<file path="src/rtl/wave_generator.sv">
// Configurable sample-per-cycle waveform source: saw up/down, triangle and square,
// always clamped to the active [lo, hi] window.
//
// state   | meaning
// ST_UP   | triangle rising; dir=0
// ST_DOWN | triangle falling; dir=1
module wave_generator #(
  parameter int N = 8
) (
  input  logic         clk,
  input  logic         rst,
  input  logic         ena,
  input  logic         cfg_load,
  input  logic [1:0]   mode,
  input  logic [N-1:0] lo,
  input  logic [N-1:0] hi,
  input  logic [N-1:0] step,
  output logic [N-1:0] out,
  output logic         dir,
  output logic         wrap,
  output logic         cfg_err
);

  typedef enum logic [1:0] {
    MODE_SAW_UP   = 2'd0,
    MODE_SAW_DOWN = 2'd1,
    MODE_TRIANGLE = 2'd2,
    MODE_SQUARE   = 2'd3
  } mode_t;

  typedef enum logic {
    ST_UP   = 1'b0,
    ST_DOWN = 1'b1
  } tri_state_t;

  localparam logic [N-1:0] ONE = N'(1);

  mode_t      r_mode;
  logic [N-1:0] r_lo;
  logic [N-1:0] r_hi;
  logic [N-1:0] r_step;
  logic [N-1:0] r_out;
  logic [N-1:0] r_phase;
  logic         r_dir;
  logic         r_wrap;
  tri_state_t   r_state;

  mode_t      w_mode_nxt;
  logic [N-1:0] w_lo_nxt;
  logic [N-1:0] w_hi_nxt;
  logic [N-1:0] w_step_nxt;
  logic [N-1:0] w_out_nxt;
  logic [N-1:0] w_phase_nxt;
  logic         w_dir_nxt;
  logic         w_wrap_nxt;
  tri_state_t   w_state_nxt;

  logic         w_cfg_err;
  logic         w_load_bad;
  logic [N-1:0] w_step_eff;
  logic [N:0]   w_out_add;
  logic [N:0]   w_dn_floor;
  logic [N-1:0] w_out_inc;
  logic [N-1:0] w_out_dec;
  logic [N:0]   w_ph_add;
  logic [N-1:0] w_ph_inc;

  assign w_cfg_err  = (r_lo >= r_hi);
  assign w_load_bad = (lo >= hi);
  assign w_step_eff = (r_step == '0) ? ONE : r_step;

  // Sums are one bit wider so a step past hi saturates instead of wrapping.
  assign w_out_add  = {1'b0, r_out} + {1'b0, w_step_eff};
  assign w_out_inc  = (w_out_add > {1'b0, r_hi}) ? r_hi : w_out_add[N-1:0];
  assign w_dn_floor = {1'b0, r_lo} + {1'b0, w_step_eff};
  assign w_out_dec  = ({1'b0, r_out} < w_dn_floor) ? r_lo : (r_out - w_step_eff);
  assign w_ph_add   = {1'b0, r_phase} + {1'b0, w_step_eff};
  assign w_ph_inc   = (w_ph_add > {1'b0, r_hi}) ? r_hi : w_ph_add[N-1:0];

  always_comb begin
    w_mode_nxt  = r_mode;
    w_lo_nxt    = r_lo;
    w_hi_nxt    = r_hi;
    w_step_nxt  = r_step;
    w_out_nxt   = r_out;
    w_phase_nxt = r_phase;
    w_dir_nxt   = r_dir;
    w_wrap_nxt  = 1'b0;
    w_state_nxt = r_state;

    if (cfg_load) begin
      w_mode_nxt  = mode_t'(mode);
      w_lo_nxt    = lo;
      w_hi_nxt    = hi;
      w_step_nxt  = step;
      w_phase_nxt = lo;
      w_state_nxt = ST_UP;
      if (!w_load_bad && (mode_t'(mode) == MODE_SAW_DOWN)) begin
        w_out_nxt = hi;
        w_dir_nxt = 1'b1;
      end else begin
        w_out_nxt = lo;
        w_dir_nxt = 1'b0;
      end
    end else if (w_cfg_err) begin
      w_out_nxt = r_lo;
      w_dir_nxt = 1'b0;
    end else if (ena) begin
      unique case (r_mode)
        MODE_SAW_UP: begin
          w_dir_nxt = 1'b0;
          if (r_out == r_hi) begin
            w_out_nxt  = r_lo;
            w_wrap_nxt = 1'b1;
          end else begin
            w_out_nxt = w_out_inc;
          end
        end
        MODE_SAW_DOWN: begin
          w_dir_nxt = 1'b1;
          if (r_out == r_lo) begin
            w_out_nxt  = r_hi;
            w_wrap_nxt = 1'b1;
          end else begin
            w_out_nxt = w_out_dec;
          end
        end
        MODE_TRIANGLE: begin
          // Turn around on the sample that lands on the bound so peaks are not repeated.
          if (r_state == ST_UP) begin
            w_out_nxt = w_out_inc;
            if (w_out_inc == r_hi) begin
              w_state_nxt = ST_DOWN;
              w_dir_nxt   = 1'b1;
            end else begin
              w_dir_nxt = 1'b0;
            end
          end else begin
            w_out_nxt = w_out_dec;
            if (w_out_dec == r_lo) begin
              w_state_nxt = ST_UP;
              w_dir_nxt   = 1'b0;
              w_wrap_nxt  = 1'b1;
            end else begin
              w_dir_nxt = 1'b1;
            end
          end
        end
        MODE_SQUARE: begin
          if (r_phase == r_hi) begin
            w_phase_nxt = r_lo;
            w_wrap_nxt  = 1'b1;
            w_dir_nxt   = ~r_dir;
            w_out_nxt   = r_dir ? r_lo : r_hi;
          end else begin
            w_phase_nxt = w_ph_inc;
            w_out_nxt   = r_dir ? r_hi : r_lo;
          end
        end
        default: begin
          w_out_nxt = r_out;
        end
      endcase
    end
  end

  always_ff @(posedge clk or posedge rst) begin
    if (rst) begin
      r_mode <= MODE_TRIANGLE;
      r_lo   <= '0;
      r_hi   <= '1;
      r_step <= ONE;
    end else begin
      r_mode <= w_mode_nxt;
      r_lo   <= w_lo_nxt;
      r_hi   <= w_hi_nxt;
      r_step <= w_step_nxt;
    end
  end

  always_ff @(posedge clk or posedge rst) begin
    if (rst) begin
      r_out   <= '0;
      r_phase <= '0;
      r_dir   <= 1'b0;
      r_wrap  <= 1'b0;
      r_state <= ST_UP;
    end else begin
      r_out   <= w_out_nxt;
      r_phase <= w_phase_nxt;
      r_dir   <= w_dir_nxt;
      r_wrap  <= w_wrap_nxt;
      r_state <= w_state_nxt;
    end
  end

  assign out     = r_out;
  assign dir     = r_dir;
  assign wrap    = r_wrap;
  assign cfg_err = w_cfg_err;

endmodule

</file>
<file path="config.mk">
export PLATFORM = sky130hd
export DESIGN_NAME = wave_generator
export DESIGN_NICKNAME = d
export VERILOG_FILES = /design/src/rtl/wave_generator.sv
export SDC_FILE = /design/constraint.sdc
export NUM_CORES = 1
export LEC_CHECK = 0
export BUFFER_PORTS_ARGS = -buffer_cell sky130_fd_sc_hd__buf_2
export CORE_MARGIN = 5
export CORE_UTILIZATION = 35
export CTS_CLUSTER_SIZE = 25
export DETAILED_ROUTE_END_ITERATION = 10
export HOLD_SLACK_MARGIN = 0.08
export SYNTH_ARGS = -nofsm -noshare
export SYNTH_HDL_FRONTEND = slang
export SYNTH_SLANG_ARGS = --single-unit
</file>
<file path="constraint.sdc">
create_clock -name clk -period 4.2 [get_ports clk]
set_input_delay 0.63 -clock clk [delete_from_list [all_inputs] [get_ports clk]]
set_output_delay 0.63 -clock clk [all_outputs]
set_load 0.01 [all_outputs]
</file>
# Yosys cells after proc, flatten, opt, wreduce, memory -nomap -nowiden
# Index checks and enable logic that the tools add are counted.
[totals] regBits=45 wordCells=83 out_inout_bits=11
[op_classes] eq_ne=11 addsub=4 magnitude_cmp=5 n_reduce_logical=11 n_mux=42 bitwise_logic=1
[ops] op="2-to-1 mux 8 bit" count=19
[ops] op="== test 8 bit" count=5
[ops] op="one-hot mux 8 bit (4 select lines)" count=1
[ops] op="adder 8 x 8 -> 9 bit" count=3
[ops] op="2-to-1 mux 1 bit" count=20
[ops] op="greater-than comparator 9 x 8 -> 1 bit" count=2
[ops] op=">= comparator 8 bit" count=2
[ops] op="< comparator 8 x 9 -> 1 bit" count=1
[ops] op="logical NOT 8 bit" count=1
[ops] op="one-hot mux 1 bit (4 select lines)" count=2
[ops] op="subtractor 8 bit" count=1
[ops] op="AND reduction 3 bit" count=2
[ops] op="nonzero test 2 bit" count=3
[ops] op="== test 2 x 1 -> 1 bit, second input constant" count=2
[ops] op="== test 2 bit, second input constant" count=2
[ops] op="!= test 4 bit, second input constant" count=1
[ops] op="nonzero test 3 bit" count=1
[ops] op="logical NOT 2 bit" count=1
[ops] op="!= test 2 bit, second input constant" count=1
[ops] op="AND reduction 2 bit" count=1
[ops] op="logical AND 1 bit" count=1
[ops] op="logical NOT 1 bit" count=1
[ops] op="inverter 1 bit" count=1

# Depth between registers and ports, before layout
[depth] word_depth=12 depth_mapped=20 mapped_depth_nobuf=19

# Least setup slack after synthesis
# OpenSTA, ideal clock, no wires.
[synth_timing] path_kind="register to register" from="register r_step[1]" to="register r_out[3] (netlist: out[3])" t_required_ns=4.069 path_buffers=1 setup_time_ns=0.131 t_arrival_ns=4.011 synth_period_minus_slack_ns=4.142 path_stages_with_launch=19 path_slack_ns=0.058 cell_sequence="dfrtp_1 inv_1 a41o_1 ha_1 fa_1 nand2b_1 a211oi_2 o31ai_2 xor2_1 ha_1 nand3_1 or3_1 o211ai_1 o2111a_1 buf_2 mux2i_1 mux2i_1 a2111oi_0 o21ai_1"
[synth_via] elab_chain_len=10
[synth_lines] item="start: declaration" line="41" source="logic [N-1:0] r_step;"
[synth_lines] item="start signal: assignment" line="177" source="r_step <= w_step_nxt;"
[synth_lines] item="logical NOT 8 bit" line="70" source="assign w_step_eff = (r_step == '0) ? ONE : r_step;"
[synth_lines] item="2-to-1 mux 8 bit (*)" line="70"
[synth_lines] item="adder 8 x 8 -> 9 bit (on tied branches)" line="73, 75"
[synth_lines] item="greater-than comparator 9 x 8 -> 1 bit or < comparator 8 x 9 -> 1 bit (tied branches)" line="74, 76"
[synth_lines] item="2-to-1 mux 8 bit (on tied branches)" line="74, 76"
[synth_lines] item="2-to-1 mux 8 bit (on tied branches)" line="130, 112, 121"
[synth_lines] item="one-hot mux 8 bit (4 select lines) (*)" line="109" source="unique case (r_mode)"
[synth_lines] item="2-to-1 mux 8 bit (*)" line="108" source="end else if (ena) begin"
[synth_lines] item="2-to-1 mux 8 bit (*)" line="105" source="end else if (w_cfg_err) begin"
[synth_lines] item="2-to-1 mux 8 bit (*)" line="91" source="if (cfg_load) begin"
[synth_lines] item="end signal: assignment" line="189" source="r_out <= w_out_nxt;"
[synth_lines] item="end: declaration" line="42" source="logic [N-1:0] r_out;"
# Every way passes the cells marked *; elsewhere a longest branch is shown, timed or not. The select of a mux whose other input is x is not followed.
# A chain may end at the register's enable or synchronous reset.

# Worst setup path after layout
[layout_timing] from="register r_step[4]" to="register r_out[3] (netlist: out[3])"
# The elaborated chain is that of the path after synthesis.

==> impl_results.md <==
* Status: complete, no violations
* WL/cell at 21.5 um
* CTS root buffer: clkbuf_16
* Post-DP HPWL at 15300 um
* Share of layout cells above drive strength 1 at 0.245
* Seq cells post-synth at 45
* IO buf count at 40
* Worst Setup SP: r_step[4]
* Starting Density at 0.353
* Fmax at 0.239 GHz
* Final wirelength at 19900 um
* Vias in the first global route at 5525
* Clk sinks at 45
* Setup ws final at 0.0173 ns
* Min-delay worst type: in -> reg
* Number of diodes at 0
* Clock Path Buffers at 2
* Clk_skew at 0.0137 ns
* Relative slew slack at 0.318
* Final ANT Viol Nets at 0
* Most common flop cell mapped by yosys: dfrtp_1
* Post-synth EDFFs at 0
* VDD IR max at 0.320 mV
* Static Leak at 2.95 nW
* Crit path required time at 4.39 ns
* Synth Area per Inst at 8.50 um2
* Seq/Total Area, Yosys at 0.206
* Via count at 5401
* Pin count of the biggest net entering global routing at 46
* First-pass GRT wire length at 31300 um
* Final critical-path required period at 4.18 ns
* Final core occ at 0.421
* Most frequent cells in the layout: 68 x ha_1, 50 x buf_4, 46 x inv_1
* Htree depth at 2
* Hold Path Origin: step[2]
* Final Hold Viols at 0
* Reg clk slew, reported paths at 0.08 ns
* Final max-slew violation count at 0
* Place WS at -0.172 ns
* Initial antenna violation count at 1
* DRC viols at 0
* Ports at 41
* Yosys Warn Count at 0
* Instance count of the mapped netlist at 649
* Area of the core at 0.0157 mm2
* Area delta synth->final at 19.4%
* Total Nets Final at 816
* Via density at 5.81
* Hold_buf cts at 0
* GP Congestion at 0.984
* Critical Path Sink Type: flop
* Die X-Extent at 136 um
* Clk_lat worst skew at 0.31 ns
* Total track usage at 0.221
* CTS Buf Count at 5
* First drt pass iteration count at 6
* # setup viols final at 0
* Post-synth net total at 753
* Crit Path Category: reg -> reg
* Fin crit share at 0.996
* RSZ-0062 raised after global routing: yes
* Max-cap viol count at 0
* Commonest non-fill, non-tap cell in the layout: ha_1
* Mapped Area at 0.00552 mm2
* Die height at 136 um
* CP Data Arrival Time at 4.37 ns
* DR iter-0 viols at 497
* Reg-to-Reg Start: r_step[4]
* Cell variety after synth at 80
* Crit Path Max Fanout at 3
* CTS tree: done
* Total grt overflow at 0
* PwrDens at 499 mW/mm2
* Row count at 46
* Worst Max-Slew Pin Slew at 1.02 ns
* Type of element launching the critical path: flop
* Async SR Flop Fraction at 1.00
* Die area at 0.0184 mm2
## registers in the layout, summed over array words and instances, names as in the netlist
signal and flops:
r_state 1, r_step 8, dir 1, r_mode 2
r_hi 8, out 8, wrap 1, r_lo 8
r_phase 8
## timing repair
action                                  CTS  global route
setup buffers                             6             5
gates resized for setup                  18            30
endpoints found under the setup margin    6            18
pin swaps                                20            26
## report_power, final
group          leakage (nW)  total [mW]  internal (mW)  switching [mW]
Combinational          2.34        2.20          0.977            1.22
Sequential            0.532       0.610          0.496           0.114
Clock                0.0810       0.479          0.283           0.196
Total                  2.95        3.29           1.76            1.53
## Yosys cell counts (all sizes together), types with 9 or more instances
master   n  area [um2]
nand2   40         150
xnor2   31         290
nor2    37         139
inv     48         180
nor3    16        85.1
clkbuf  26        97.6
mux2i   24         240
dfstp   10         263
ha      70         876
a21oi   32         164
buf     12        63.8
nor4    10        77.6
dfrtp   35         876
nor2b   14        95.1
xor2    28         245
a211oi   9        72.6
o21ai   60         300
nand2b  11        68.8
## logic make-up (layout without fill, tap and decap cells)
| kind of cell | after synthesis | in the layout | share of synthesized area |
|---|---|---|---|
| multiplexers | 31 | 31 | 0.0585 |
| XOR/XNOR | 59 | 59 | 0.0970 |
| adder cells (fa/ha/maj) | 74 | 74 | 0.173 |
| AO/OA/AOI/OAI | 195 | 195 | 0.256 |
| buffers and inverters | 87 | 151 | 0.0626 |
| flip-flops | 45 | 45 | 0.206 |
| AND/OR/NAND/NOR | 158 | 158 | 0.146 |
## final timing paths
check                                  end  slack [ns]  cells after the start
worst max-delay path                out[3]        0.02                     20
worst min-delay path             r_step[2]        0.54                      3
worst max register to register      out[3]        0.02                     20
worst min register to register  r_phase[6]        0.60                      2
max in group asynchronous        r_step[1]        2.99                      2
min in group asynchronous       r_phase[4]        0.57                      2
## area by class of cell
cell class / count / area [um2]
fill: 1601 / 9070
tap: 216 / 270
sequential: 45 / 1140
multi-input combinational: 517 / 4210
clock buffer: 6 / 129
clock inverter: 2 / 38.8
timing repair buffer: 94 / 621
inverter: 49 / 184
## worst max-delay path, stage by stage, from the launching register on
cell and delay (ns):
dfrtp_1 0.39, nor4_2 0.30, a41o_1 0.26, ha_2 0.20, inv_2 0.04, fa_2 0.35
nor2b_2 0.15, nor3_2 0.06, o21bai_1 0.17, a21oi_2 0.08, xor2_1 0.14, ha_1 0.29
and3_4 0.16, a221o_1 0.33, a41oi_2 0.17, a311oi_2 0.08, buf_4 0.17, mux2_2 0.23
mux2i_1 0.08, a2111oi_2 0.33, o21ai_1 0.09
## per-layer routing
layer  up-vias  global-route usage  routed length (um)
met5         -                   0                  13
met1      2586               0.285                8310
met2       244               0.361                9280
met3        68              0.0353                1340
li1       2501                   -                   -
met4         2               0.103                 991
## metrics by stage
step | setup TNS, ns | power (mW) | hold slack (ns) | area (um2) | cells
4_1_cts | -0.0290 | 3.16 | 0.533 | 6430 | 924
6_report | 0 | 3.29 | 0.540 | 6590 | 929
2_1_floorplan | 0 | 2.00 | 0.503 | 5520 | 649
3_3_place_gp | 0 | 2.54 | 0.573 | 6150 | 910
5_1_grt | -1.45 | 3.51 | 0.540 | 6590 | 929
3_5_place_dp | -0.332 | 2.58 | 0.579 | 6150 | 910
Note: power is estimated with default switching activity, not from simulation.
